### src/rtl/multiword_add_seq_pkg.sv
`default_nettype none
// ============================================================================
// Module : multiword_add_seq_pkg
// Brief  : Shared types and constants for the nibble-serial multiword adder.
// Rev    : 1.0 - initial release
// ============================================================================
package multiword_add_seq_pkg;

  // Width of the single adder slice that is reused for every nibble.
  localparam int SLICE_W = 4;

  // Sequencer states: waiting for operands, stepping nibbles, holding result.
  typedef enum logic [1:0] {
    IDLE = 2'd0,
    RUN  = 2'd1,
    DONE = 2'd2
  } state_t;

endpackage : multiword_add_seq_pkg
`default_nettype wire

### src/rtl/multiword_add_seq_if.sv
`default_nettype none
// ============================================================================
// Module : multiword_add_seq_if
// Brief  : Operand/result handshake bundle for multiword_add_seq.
//          The optional sub signal exists only when SUBTRACT_EN is defined.
// Rev    : 1.0 - initial release
// ============================================================================
interface multiword_add_seq_if #(
  parameter int WORDS = 4
);
  localparam int W = multiword_add_seq_pkg::SLICE_W * WORDS;

  logic         in_valid;
  logic         in_ready;
  logic [W-1:0] r1;
  logic [W-1:0] r2;
  logic         cin;
  logic         out_valid;
  logic         out_ready;
  logic [W-1:0] s;
  logic         cout;
  logic         busy;
`ifdef SUBTRACT_EN
  logic         sub;
`endif

  // Adder side: consumes operands, produces the result.
  modport slave (
    input  in_valid, r1, r2, cin, out_ready,
    output in_ready, out_valid, s, cout, busy
`ifdef SUBTRACT_EN
    , input sub
`endif
  );

  // Producer/consumer side.
  modport master (
    output in_valid, r1, r2, cin, out_ready,
    input  in_ready, out_valid, s, cout, busy
`ifdef SUBTRACT_EN
    , output sub
`endif
  );

endinterface : multiword_add_seq_if
`default_nettype wire

### src/rtl/multiword_add_seq_nibble_add.sv
`default_nettype none
// ============================================================================
// Module : nibble_add
// Brief  : Combinational 4-bit ripple slice: {co, sum} = a + b + ci.
// Rev    : 1.0 - initial release
// ============================================================================
module nibble_add
  import multiword_add_seq_pkg::*;
(
  input  logic [SLICE_W-1:0] i_a,
  input  logic [SLICE_W-1:0] i_b,
  input  logic               i_ci,
  output logic [SLICE_W-1:0] o_sum,
  output logic               o_co
);

  logic [SLICE_W:0] w_total;

  // Carry lands in the MSB of the 5-bit total, sum in the low nibble.
  assign w_total        = {1'b0, i_a} + {1'b0, i_b} + {{SLICE_W{1'b0}}, i_ci};
  assign {o_co, o_sum}  = w_total;

endmodule : nibble_add
`default_nettype wire

### src/rtl/multiword_add_seq.sv
`default_nettype none
// ============================================================================
// Module : multiword_add_seq
// Brief  : Adds two WORDS*4-bit operands by stepping one 4-bit slice over the
//          nibbles LSB first, carrying between nibbles in a register. Result
//          is offered through a valid/ready handshake.
//          Optional macro SUBTRACT_EN adds a latched sub control that
//          computes r1 - r2 (cout=1 means no borrow).
// Rev    : 1.0 - initial release
// ============================================================================
module multiword_add_seq
  import multiword_add_seq_pkg::*;
#(
  parameter int WORDS = 4
) (
  input  logic                clk,
  input  logic                rst,
  multiword_add_seq_if.slave  bus
);

  localparam int W     = SLICE_W * WORDS;
  localparam int CNT_W = (WORDS > 1) ? $clog2(WORDS) : 1;
  localparam logic [CNT_W-1:0] c_LAST = CNT_W'(WORDS - 1);

  state_t             r_state;
  state_t             w_state_next;
  logic [CNT_W-1:0]   r_cnt;
  logic               r_carry;
  logic [W-1:0]       r_a;
  logic [W-1:0]       r_b;
  logic [W-1:0]       r_s;
  logic               r_cout;
`ifdef SUBTRACT_EN
  logic               r_sub;
`endif

  logic               w_accept;
  logic               w_last;
  logic               w_init_carry;
  logic [SLICE_W-1:0] w_a_nib;
  logic [SLICE_W-1:0] w_b_nib;
  logic [SLICE_W-1:0] w_sum;
  logic               w_co;
  logic [W-1:0]       w_s_next;
  logic               w_in_ready;
  logic               w_out_valid;
  logic               w_busy;

  assign w_accept = (r_state == IDLE) && bus.in_valid;
  assign w_last   = (r_cnt == c_LAST);

`ifdef SUBTRACT_EN
  // Subtraction is a + ~b + 1, so the initial carry is forced high.
  assign w_init_carry = bus.sub ? 1'b1 : bus.cin;
`else
  assign w_init_carry = bus.cin;
`endif

  // Pick the current nibble of each operand and merge the slice sum into the result.
  always_comb begin
    w_a_nib  = '0;
    w_b_nib  = '0;
    w_s_next = r_s;
    for (int i = 0; i < WORDS; i++) begin
      if (r_cnt == CNT_W'(i)) begin
        w_a_nib = r_a[i*SLICE_W +: SLICE_W];
        w_b_nib = r_b[i*SLICE_W +: SLICE_W];
        w_s_next[i*SLICE_W +: SLICE_W] = w_sum;
      end
    end
`ifdef SUBTRACT_EN
    if (r_sub) begin
      w_b_nib = ~w_b_nib;
    end
`endif
  end

  nibble_add u_slice (
    .i_a   (w_a_nib),
    .i_b   (w_b_nib),
    .i_ci  (r_carry),
    .o_sum (w_sum),
    .o_co  (w_co)
  );

  // State register.
  always_ff @(posedge clk) begin
    if (rst) begin
      r_state <= IDLE;
    end else begin
      r_state <= w_state_next;
    end
  end

  // Next-state logic and handshake outputs.
  always_comb begin
    w_state_next = r_state;
    w_in_ready   = 1'b0;
    w_out_valid  = 1'b0;
    w_busy       = 1'b0;
    case (r_state)
      IDLE: begin
        w_in_ready = 1'b1;
        if (bus.in_valid) begin
          w_state_next = RUN;
        end
      end
      RUN: begin
        w_busy = 1'b1;
        if (w_last) begin
          w_state_next = DONE;
        end
      end
      DONE: begin
        w_out_valid = 1'b1;
        if (bus.out_ready) begin
          w_state_next = IDLE;
        end
      end
      default: begin
        w_state_next = IDLE;
      end
    endcase
  end

  // Operand latch, nibble counter, inter-nibble carry and result registers.
  always_ff @(posedge clk) begin
    if (rst) begin
      r_a     <= '0;
      r_b     <= '0;
      r_s     <= '0;
      r_cout  <= 1'b0;
      r_cnt   <= '0;
      r_carry <= 1'b0;
`ifdef SUBTRACT_EN
      r_sub   <= 1'b0;
`endif
    end else if (w_accept) begin
      r_a     <= bus.r1;
      r_b     <= bus.r2;
      r_carry <= w_init_carry;
      r_s     <= '0;
      r_cout  <= 1'b0;
      r_cnt   <= '0;
`ifdef SUBTRACT_EN
      r_sub   <= bus.sub;
`endif
    end else if (r_state == RUN) begin
      r_s     <= w_s_next;
      r_carry <= w_co;
      if (w_last) begin
        // Counter parks at zero so it never exceeds WORDS-1.
        r_cout <= w_co;
        r_cnt  <= '0;
      end else begin
        r_cnt  <= r_cnt + 1'b1;
      end
    end
  end

  assign bus.in_ready  = w_in_ready;
  assign bus.out_valid = w_out_valid;
  assign bus.busy      = w_busy;
  assign bus.s         = r_s;
  assign bus.cout      = r_cout;

endmodule : multiword_add_seq
`default_nettype wire

### src/flat_wrapper.sv
// flat-port wrapper written by rule: the top's interface ports become plain ports
module multiword_add_seq_flat import multiword_add_seq_pkg::*;
#(
  parameter int WORDS = 4
)
  (clk, rst, bus_in_valid, bus_r1, bus_r2, bus_cin, bus_out_ready, bus_in_ready, bus_out_valid, bus_s, bus_cout, bus_busy);
  multiword_add_seq_if #(.WORDS(WORDS)) bus_i ();
  input  logic clk;
  input  logic rst;
  input wire logic [$bits(bus_i.in_valid)-1:0] bus_in_valid;
  input wire logic [$bits(bus_i.r1)-1:0] bus_r1;
  input wire logic [$bits(bus_i.r2)-1:0] bus_r2;
  input wire logic [$bits(bus_i.cin)-1:0] bus_cin;
  input wire logic [$bits(bus_i.out_ready)-1:0] bus_out_ready;
  output wire logic [$bits(bus_i.in_ready)-1:0] bus_in_ready;
  output wire logic [$bits(bus_i.out_valid)-1:0] bus_out_valid;
  output wire logic [$bits(bus_i.s)-1:0] bus_s;
  output wire logic [$bits(bus_i.cout)-1:0] bus_cout;
  output wire logic [$bits(bus_i.busy)-1:0] bus_busy;
  assign bus_i.in_valid = bus_in_valid;
  assign bus_i.r1 = bus_r1;
  assign bus_i.r2 = bus_r2;
  assign bus_i.cin = bus_cin;
  assign bus_i.out_ready = bus_out_ready;
  assign bus_in_ready = bus_i.in_ready;
  assign bus_out_valid = bus_i.out_valid;
  assign bus_s = bus_i.s;
  assign bus_cout = bus_i.cout;
  assign bus_busy = bus_i.busy;
  multiword_add_seq #(.WORDS(WORDS)) u_core (.clk(clk), .rst(rst), .bus(bus_i));
endmodule
### config.mk
export PLATFORM = sky130hd
export DESIGN_NAME = multiword_add_seq_flat
export DESIGN_NICKNAME = d
export VERILOG_FILES = /design/src/rtl/multiword_add_seq_pkg.sv /design/src/rtl/multiword_add_seq_if.sv /design/src/rtl/multiword_add_seq_nibble_add.sv /design/src/rtl/multiword_add_seq.sv /design/src/flat_wrapper.sv
export SDC_FILE = /design/constraint.sdc
export NUM_CORES = 1
export LEC_CHECK = 0
export CELL_PAD_IN_SITES_DETAIL_PLACEMENT = 0
export CELL_PAD_IN_SITES_GLOBAL_PLACEMENT = 1
export CORE_MARGIN = 1.5
export CORE_UTILIZATION = 36
export DETAILED_ROUTE_END_ITERATION = 16
export PLACE_DENSITY_LB_ADDON = 0.1
export RECOVER_POWER = 100
export SETUP_SLACK_MARGIN = 0.4
export SLEW_MARGIN = 20
export SYNTH_ARGS = -nofsm -noshare
export SYNTH_HDL_FRONTEND = slang
export SYNTH_SLANG_ARGS = --single-unit
### constraint.sdc
create_clock -name clk -period 6.9 [get_ports clk]
set_input_delay 1.035 -clock clk [delete_from_list [all_inputs] [get_ports clk]]
set_output_delay 1.035 -clock clk [all_outputs]
set_load 0.05 [all_outputs]
Word level (Yosys, flattened, before mapping)

Cells that the tools add are included.

Output and inout port bits: 20
Input port bits: 37
Bits in registers: 54

Equal/unequal tests: 8
Mux-type cells: 18
$add $sub $neg: 3
Reduce and logical (&&, ||, !) cells: 10

Operators with widths:

| kind                                                 | count |
|---|---|
| two-way mux 4 bit                                    | 8 |
| two-way mux 2 bit                                    | 4 |
| AND reduction 2 bit                                  | 4 |
| equality test 2 bit (second input constant)          | 3 |
| one-hot mux 2 bit (3 select lines)                   | 1 |
| adder 4 x 4 -> 5 bit                                 | 1 |
| adder 5 x 1 -> 5 bit                                 | 1 |
| two-way mux 1 bit                                    | 5 |
| equality test 2 x 1 -> 1 bit (second input constant) | 2 |
| zero test 2 bit                                      | 2 |
| != test 2 bit (second input constant)                | 2 |
| AND reduction 3 bit                                  | 1 |
| adder 2 x 1 -> 2 bit (second input constant)         | 1 |
| != test 2 x 1 -> 1 bit (second input constant)       | 1 |
| nonzero test 2 bit                                   | 1 |
| OR reduction 2 bit                                   | 1 |
| logical AND 1 bit                                    | 1 |

Longest topological paths before layout

Gate-level depths: netlist of run 1.

Depth after elaboration: 9
Gate-level depth with buffers: 12
Depth with buffers taken out: 11

Hierarchy

Synthesis of run 1 repeated with hierarchy kept, for this count alone.

Cells, all modules: 283
Area, all modules: 2423.6 µm²

By module, submodules not included:

| module            | instances | area an instance (µm²) | sequential area each (µm²) | cells each |
|---|---|---|---|---|
| multiword_add_seq | 1         | 2279.7                 | 1081.0                     | 267 |
| nibble_add        | 1         | 143.9                  | 0.0                        | 16 |

Worst setup path after synthesis of run 1

OpenSTA, ideal clock, no wires.

Kind: reg-to-reg
Start: reg u_core.r_cnt[0]
End: reg u_core.r_carry
Slack: 4.184 ns
Data arrival time: 2.586 ns
Path buffers: 2
Cell stages (with the launch flop): 13
Clock period less this slack: 2.716 ns
Library setup time: 0.130 ns
Data required time: 6.770 ns
Path through: dfxtp_1 inv_1 ha_1 clkbuf_2 clkbuf_1 a221oi_1 o31a_1 fa_1 inv_1 fa_1 a21o_1 a2111oi_0 o31ai_1

Word-level cells in the longest chain between the ends: 9
Elaborated cells on any way between the ends: 16
Classes of those cells: add/sub (2); eq/ne (3); mux (10); reduce/logical (1)

RTL lines:

| what                            | line                               | source |
|---|---|---|
| start: declaration              | multiword_add_seq.sv:27            | `logic [CNT_W-1:0] r_cnt;` |
| start signal: assignment        | multiword_add_seq.sv:156           | `r_cnt <= r_cnt + 1'b1;` |
| zero test 2 bit                 | multiword_add_seq.sv:65            | `if (r_cnt == CNT_W'(i)) begin` |
| two-way mux 4 bit (4 in series) | multiword_add_seq.sv:65            |  |
| adder 4 x 4 -> 5 bit *          | multiword_add_seq_nibble_add.sv:20 | `assign w_total = {1'b0, i_a} + {1'b0, i_b} + {{SLICE_W{1'b0}}, i_ci};` |
| adder 5 x 1 -> 5 bit *          | multiword_add_seq_nibble_add.sv:20 |  |
| two-way mux 1 bit *             | multiword_add_seq.sv:148           | `end else if (r_state == RUN) begin` |
| two-way mux 1 bit *             | multiword_add_seq.sv:138           | `end else if (w_accept) begin` |
| end signal: assignment          | multiword_add_seq.sv:141           | `r_carry <= w_init_carry;` |
| end signal: assignment          | multiword_add_seq.sv:150           | `r_carry <= w_co;` |
| end: declaration                | multiword_add_seq.sv:28            | `logic r_carry;` |

Mark *: on every way between the ends. The rest lies on a longest branch, timed or not. The select of a mux whose other input is x is not followed.
A chain may end at the register's enable or synchronous reset.

Worst setup path after layout of run 1

Start: in rst
End: reg u_core.r_cout, in the netlist u_core.bus.cout

Word-level cells in the longest chain between the ends: 1

RTL lines:

| what                         | line                     | source |
|---|---|---|
| start: declaration           | flat_wrapper.sv:9        | `input logic rst;` |
| OR reduction 2 bit (no line) | -                        |  |
| end signal: assignment       | multiword_add_seq.sv:153 | `r_cout <= w_co;` |
| end: declaration             | multiword_add_seq.sv:32  | `logic r_cout;` |

Every way passes these cells.

==> results by stage, run 1 <==
Status:
- The flow ran to the end, but the final reports show violations.
- The checks that failed: max-capacitance violations, max-slew violations.

Global route:
- The first global-routing pass estimated 9730 um of wire.
- The total global-route track usage is 16.5%.
- After global routing the overflow that remains totals 0.
- The number of global-route vias before repair is 1,966.
- Entering global routing, the biggest net connects 38 pins.
- The initial antenna violation count was 0.

Clocking:
- TritonCTS built the clock tree.
- Clock latency on the worst-skew pair, taken at its later pin, is 0.31 ns.
- Clock tree synthesis found a total of 54 sinks.
- Buffers added to address setup during post-CTS repair amount to 0.
- The clock passes through at most 2 buffers.
- In this run, CTS created clock tree buffers numbering 5.
- The root cell of the clock tree is clkbuf_8.
- The H-tree generated during clock tree synthesis spans 2 levels.
- The clock-pin transition on the worst setup and hold timing paths is 0.09 ns.
- The number of cells upsized or downsized after cts is 0.
- After clock tree synthesis, the flow added hold-fix buffers numbering 0.

Critical path:
- For the worst setup path, the data required time is 7.07 ns.
- The type of the worst setup path is input port to flop.
- Walking the worst path, the cells encountered are dlygate4sd3_1 > clkbuf_1 > nand2b_1 > nor3_1.
- The cell at the slowest stage of the critical path is clkbuf_1.
- Setup slack on the worst reg-to-reg path comes out at 3.72 ns.
- The startpoint identified for the worst register-to-register timing path is u_core.r_cnt[0].
- The maximum fanout along the worst path is 37.
- For the worst flop-to-flop path, the logic depth is 10.
- STA puts the critical path data arrival time at 3.57 ns.
- STA classifies the critical path endpoint as a flop.
- The most critical setup path has its endpoint at u_core.bus.cout.
- The startpoint of the most critical setup path is rst.
- For this run, the slowest stage of the critical path takes 1.18 ns.
- STA classifies the critical path startpoint as an input port.
- The capture instance of the worst register-to-register path is u_core.r_carry.

Routing:
- Dividing the detail-routed wire length by the instance count gives 13.1 um.
- The antenna violation net count after detailed routing is 0.
- After the first detailed-routing iteration, the DRC count stood at 57.
- The final routed DRC violation total is 0.
- The final route contains 2,154 vias.
- The number of vias per cell after detailed routing is 4.84.
- The final layout contains routed wiring with a total length of 5830 um.
- The first detailed-routing pass ran for 5 iterations.

Yosys:
- The post-synthesis sequential element count is 54.
- The async set-reset flop share out of synthesis is 0%.
- Counting distinct cell types in the post-synthesis netlist gives 34.
- The register area share after synthesis is 42.6%.
- By area the synthesized netlist is led by dfxtp_1 43%, nand2_1 12%, a21oi_1 7.7%, nor2b_1 4.4%, ha_1 3.4%.
- The number of instances in the synthesized netlist is 309.
- The summed instance area of the synthesized netlist is 0.00254 mm^2.
- The synthesized design devotes to its leading area cell type 42.6% of total area.
- The cell taking the most area after synthesis is dfxtp_1.
- The commonest cells after synthesis are 84 x nand2_1, 54 x dfxtp_1, 39 x a21oi_1.
- The average cell area after synthesis is 8.22 um^2.
- The warning count from the yosys run is 0.
- The most used flip-flop cell after synthesis is dfxtp_1.
- In this run, synthesis inferred 0 flip-flops with an integrated enable.
- When the netlist entered floorplanning its net count stood at 355.
- nand2_1 is the most common cell in the netlist.

Place:
- Port buffering added 56 buffers.
- The congestion estimate from routability-driven global placement came to 0.739.
- The HPWL reported at the end of detailed placement is 4090 um.

Timing:
- Setup repair after global routing left no endpoint under its margin.
- The worst hold margin is 0.455 ns.
- In the finished design, the share of the clock period the worst path needs comes to 49.3%.
- The setup TNS is 0 ns.
- The minimum clock period is 3.40 ns.
- Timing would allow up to 294 MHz.
- The total of endpoints with negative setup slack in the final report is 0.
- The max-slew violation count is 38.
- For the final database, setup skew stands at 0.0115 ns.
- The count of final hold-check violations is 0.
- The slew at the pin closest to its max-slew limit is 1.64 ns.
- The relative max-transition margin is -9.24%.

Power:
- The static leakage is 1.19 nW.
- In this run the power density over the cells is 206 mW/mm^2.
- The worst-case IR drop observed on VDD is 0.0853 mV.

Floorplanning:
- The number of core rows is 30.
- The total die area is 0.00757 mm^2.
- The chip height is 87.0 um.
- The width of the die is 87.0 um.
- The initial utilization of the core area, before any placement, comes to 37.4%.
- In this run the standard cell core region covers 0.00679 mm^2.
- During I/O placement, the number of pins put on the boundary was 57.

Finish:
- Compared with the post-synthesis result, the final layout area differs by 25.4%.
- The number of nets in the final layout is 394.
- The share of layout cells above drive strength 1 is 2.87%.
- 0 antenna diodes ended up in the layout.

Worst hold path:
- The worst min-delay path class is flop to flop.

Run:
- Max-cap violations in this run came to 1.
[worst min-delay path by stage]
stage | startpoint | endpoint | slack, ns | cells after the start
global placement | u_core.r_a[2] | u_core.r_a[2] | 0.44 | 2
global route | u_core.r_b[1] | u_core.r_b[1] | 0.48 | 2
floorplan | u_core.r_a[0] | u_core.r_a[0] | 0.43 | 2
detailed placement | u_core.r_b[1] | u_core.r_b[1] | 0.45 | 2
CTS | u_core.r_b[1] | u_core.r_b[1] | 0.46 | 2
finish | u_core.r_a[1] | u_core.r_a[1] | 0.46 | 2
[cell usage in the layout (no fill, tap or decap), types with 8 or more instances in the layout]
cell,count
nand2_1,84
dfxtp_1,54
a21oi_1,39
clkdlybuf4s50_1,35
dlygate4sd3_1,21
nor2b_1,18
nor2_1,13
a211oi_1,9
a221oi_1,8
[flip-flops by register name (all words and copies together), names as in the netlist]
| name | count |
|---|---|
| u_core.bus.cout | 1 |
| u_core.bus.s | 16 |
| u_core.r_a | 16 |
| u_core.r_b | 16 |
| u_core.r_carry | 1 |
| u_core.r_cnt | 2 |
| u_core.r_state | 2 |
[layer usage]
metal	share of wire, %	track usage [%]
met3	4.6	3.60
met1	48	22.3
met2	46	26.9
met5	0	0
met4	1.0	3.96
[cell families after synthesis]
logic type	Yosys count	share of synthesized area (%)
XOR/XNOR	1	0.345
buffers and inverters	31	6.95
multiplexers	2	0.788
adder cells (fa/ha/maj)	9	5.02
flip-flops	54	42.6
AO/OA/AOI/OAI	76	19.1
AND/OR/NAND/NOR	136	25.3
[worst max-delay path: cells and delay by family]
| kind | cells | cell delay, ns |
|---|---|---|
| buf+inv | 2 | 1.70 |
| simple gates | 2 | 0.83 |
[stage by stage]
step                area, um^2  std cells  total power [mW]  utilization (%)  setup slack (ns)
floorplan                 2540        309             0.415                -              4.18
global placement          3070        436             0.453             45.2              3.58
detailed placement        3070        436             0.454             45.2              3.77
CTS                       3180        444             0.667             46.8              3.73
global route              3190        445             0.689             46.9              3.26
finish                    3190        445             0.656             46.9              3.50
[where the power goes]
part	total (mW)	switching (mW)	internal, mW
registers	0.335	0.00940	0.326
logic	0.109	0.0614	0.0476
clock network	0.212	0.103	0.108
[area by class of cell]
type                            count  area, um^2
Tap cell                           96         120
Fill cell                         722        3610
Multi-Input combinational cell    224        1280
Timing Repair Buffer               58         576
Clock buffer                        6        72.6
Clock inverter                      2        37.5
Sequential cell                    54        1080
Inverter                            5        18.8
(Power assumes the default switching activity.)
==> run 2, diff against run 1 <==
--- a/config.mk
+++ b/config.mk
@@ -8,7 +8,7 @@
 export CELL_PAD_IN_SITES_DETAIL_PLACEMENT = 0
 export CELL_PAD_IN_SITES_GLOBAL_PLACEMENT = 1
 export CORE_MARGIN = 1.5
-export CORE_UTILIZATION = 36
+export CORE_UTILIZATION = 33
 export DETAILED_ROUTE_END_ITERATION = 16
 export PLACE_DENSITY_LB_ADDON = 0.1
 export RECOVER_POWER = 100
==> constraint.sdc (replaced) <==
create_clock -name clk -period 2.8 [get_ports clk]
set_input_delay 0.42 -clock clk [delete_from_list [all_inputs] [get_ports clk]]
set_output_delay 0.42 -clock clk [all_outputs]
set_load 0.05 [all_outputs]
==> run 2 against run 1 <==
Effect of this change: the run still ends with max-capacitance violations, max-slew violations left; flip-flop and latch count is the same; clock-buffer cell count increased by 1; setup slack got worse by 3.2 ns.
==> results by stage, run 2 (synthesis gave the netlist of run 1 again) <==
Clocking:
- The clock network latency to the later pin of the worst-skew pair is 0.30 ns (about the same).
- The TritonCTS clock tree is done.
- CTS placed an instance of clkbuf_8 at the clock tree root.
- The total clock sinks was 54 (unchanged).
- The maximum clock path buffer count is 2 (unchanged).
- The clock-pin transition on the worst setup and hold timing paths is 0.09 ns (about the same).
- The H-tree level count came to 2 (unchanged).
- The clock buffer count from CTS was 5 (unchanged).

Critical path:
- The sum of buffers and inverters on the critical path came to 2 (unchanged).
- The endpoint type of the worst setup path is a flop.
- The type of the worst setup path is flop to flop.
- The worst path arrival time is 2.68 ns (-0.89 ns).
- The signal on the critical path passes through inv_2 > ha_4 > a221oi_2 > o31a_1 > fa_1 > inv_2 > fa_2 > a21o_1 > a2111oi_2 > o31ai_1.
- Among all stages on the critical path, the largest delay is contributed by dfxtp_4.
- The maximum cell stage delay along the critical path is 0.39 ns (-0.79 ns).
- The maximum fanout along the worst path came to 10 (-73%).
- The gate family responsible for the most delay along the worst path is compound AO/OA/AOI/OAI gates.
- The cell repeated most along the worst path is inv_2.
- STA classifies the critical path startpoint as a flop.
- The data required time of the critical path was 2.93 ns (-4.14 ns).

Floorplanning:
- The number of core rows was 31 (+3.3%).
- The chip height is 90.7 um (+4.3%).
- The number of top-level design ports is 57 (unchanged).
- The width of the die was 90.7 um (+4.3%).
- The area of the core is 0.00733 mm^2 (+7.9%).
- The total die area is 0.00823 mm^2 (+8.8%).
- The initial standard-cell utilization of the core is 34.6% (-2.7 points).

Status:
- The checks that failed: max-capacitance violations, max-slew violations.
- The flow ran to the end, but the final reports show violations.

Global route:
- The sum of overflow across all layers after global routing is 0 (unchanged).
- The number of global-route vias before repair came to 2,133 (+8.5%).
- The maximum number of pins on one net before global-route repair was 37 (-2.6%).
- The initial antenna violation count came to 0 (unchanged).
- The total global-route track usage is 15.8% (-0.76 points).
- The first-pass GRT wire length came to 10,300 um (+5.6%).

Finish:
- The number of nets in the final layout is 408 (+3.6%).
- From synthesis to final layout, the design area changed by 33.3%.
- In the layout the commonest cells are 84 x nand2_1, 52 x dfxtp_1, 39 x a21oi_1.
- The number of antenna diodes is 0 (unchanged).
- The number of filler cells placed in the layout is 749 (+3.7%).
- The number of standard cells in the final layout excluding fillers is 461 (+3.6%).
- Leaving out fill and tap cells, the most frequent cell in the layout is nand2_1.
- The share of layout cells above drive strength 1 was 11.6% (+8.7 points).

Run:
- The number of max-cap violations was 1 (unchanged).

Timing:
- The count of final hold-check violations is 0 (unchanged).
- The setup TNS is 0 ns (unchanged).
- The post-route clock skew is 0.00644 ns (-0.00503 ns).
- The slew at the pin closest to its max-slew limit is 1.63 ns (-0.00920 ns).
- For the finished layout, the period the worst path requires is 2.55 ns.
- Setup repair after global routing could not meet its margin everywhere.
- The share of the clock period used by the worst path after layout is 90.9%.
- The peak clock frequency supported by timing is 393 MHz.
- The total of endpoints with negative setup slack in the final report was 0 (unchanged).
- The relative max-transition margin is -8.63% (+0.61 points).
- The max-slew violation count was 37 (-2.6%).

Power:
- The maximum VDD drop is 0.182 mV (+110%).
- The total power divided by cell area came to 455 mW/mm^2 (+120%).
- The static leakage was 1.27 nW (+6.5%).

Routing:
- The number of vias per cell after detailed routing was 4.83 (-0.29%).
- The final routed DRC violation total is 0 (unchanged).
- The total wirelength of the detailed-routed design came to 6390 um (+9.7%).
- The wire length per cell is 13.9 um (+5.9%).
- The detailed-route via count is 2,225 (+3.3%).
- The iteration count of the initial detailed-routing pass is 4 (-1).
- The number of DRC markers in iteration 0 came to 71 (+25%).
- The antenna violation net count after detailed routing is 0 (unchanged).

Place:
- The count of buffers from port buffering was 56 (unchanged).
- The final weighted congestion of routability-driven global placement came to 0.733 (-0.81%).
- The HPWL reported at the end of detailed placement came to 4540 um (+11%).
- The cell total after placement is 444 (+1.8%).

Worst hold path:
- The worst min-delay path class is flop to flop.
run 2: cell types whose count changed in the layout (fill, tap and decap cells not counted), sizes merged:
| cell | before | now |
|---|---|---|
| buf | 1 | 14 |
| clkbuf | 7 | 10 |
| dlygate4sd2 | 0 | 1 |
| dlygate4sd3 | 21 | 19 |
| clkinvlp | 1 | 0 |
| bufinv | 1 | 0 |
run 2: where the power goes:
group	internal (mW)	switching [mW]	total, mW	leakage [nW]
combinational	0.137	0.162	0.299	0.789
sequential	0.802	0.0274	0.830	0.443
clock	0.173	0.240	0.413	0.0383
total	1.11	0.430	1.54	1.27
run 2: cell type report:
cell class	instances	area, um^2	share of cell area (%)
Clock buffer	7	76.3	2.25
Inverter	5	21.3	0.628
Multi-Input combinational cell	224	1400	41.3
Sequential cell	54	1090	32.2
Tap cell	99	124	3.66
Timing Repair Buffer	72	678	20.0
run 2: worst min-delay path, delay by kind of cell (launching register included):
family	cells	cell delay (ns)
AOI/OAI and AO/OA	1	0.05
and+or+nand+nor	1	0.05
DFF	1	0.32
run 2: final timing paths:
path	startpoint	end	slack (ns)	cells past startpoint
setup reg to reg	u_core.r_cnt[0]	u_core.r_carry	0.25	10
hold / removal	u_core.bus.s[9]	u_core.bus.s[9]	0.46	2
setup / recovery	u_core.r_cnt[0]	u_core.r_carry	0.25	10
hold reg to reg	u_core.bus.s[9]	u_core.bus.s[9]	0.46	2
run 2: layer usage:
metal,vias to the layer above,part of all wire (%),track usage [%],wire length (um)
li1,1160,-,-,-
met1,1022,49,20.3,3150
met2,36,47,26.7,3000
met3,7,2.7,3.03,171
met4,0,0.95,4.50,61
met5,-,0,0,0
run 2: repair_timing:
action	in CTS	in global routing
setup buffers	5	5
hold buffers	0	0
gates resized for setup	4	13
pin swaps	2	7
setup endpoints to repair	15	15
run 2: through the flow:
step	hold slack [ns]	power [mW]	worst slack (ns)	utilization, %	instance area, um^2
floorplan	0.432	1.03	0.358	-	2620
global placement	0.446	1.13	0.272	43.2	3170
detailed placement	0.447	1.14	0.230	43.2	3170
CTS	0.460	1.55	0.313	45.0	3300
global route	0.478	1.62	0.0960	46.2	3390
finish	0.459	1.54	0.253	46.2	3390
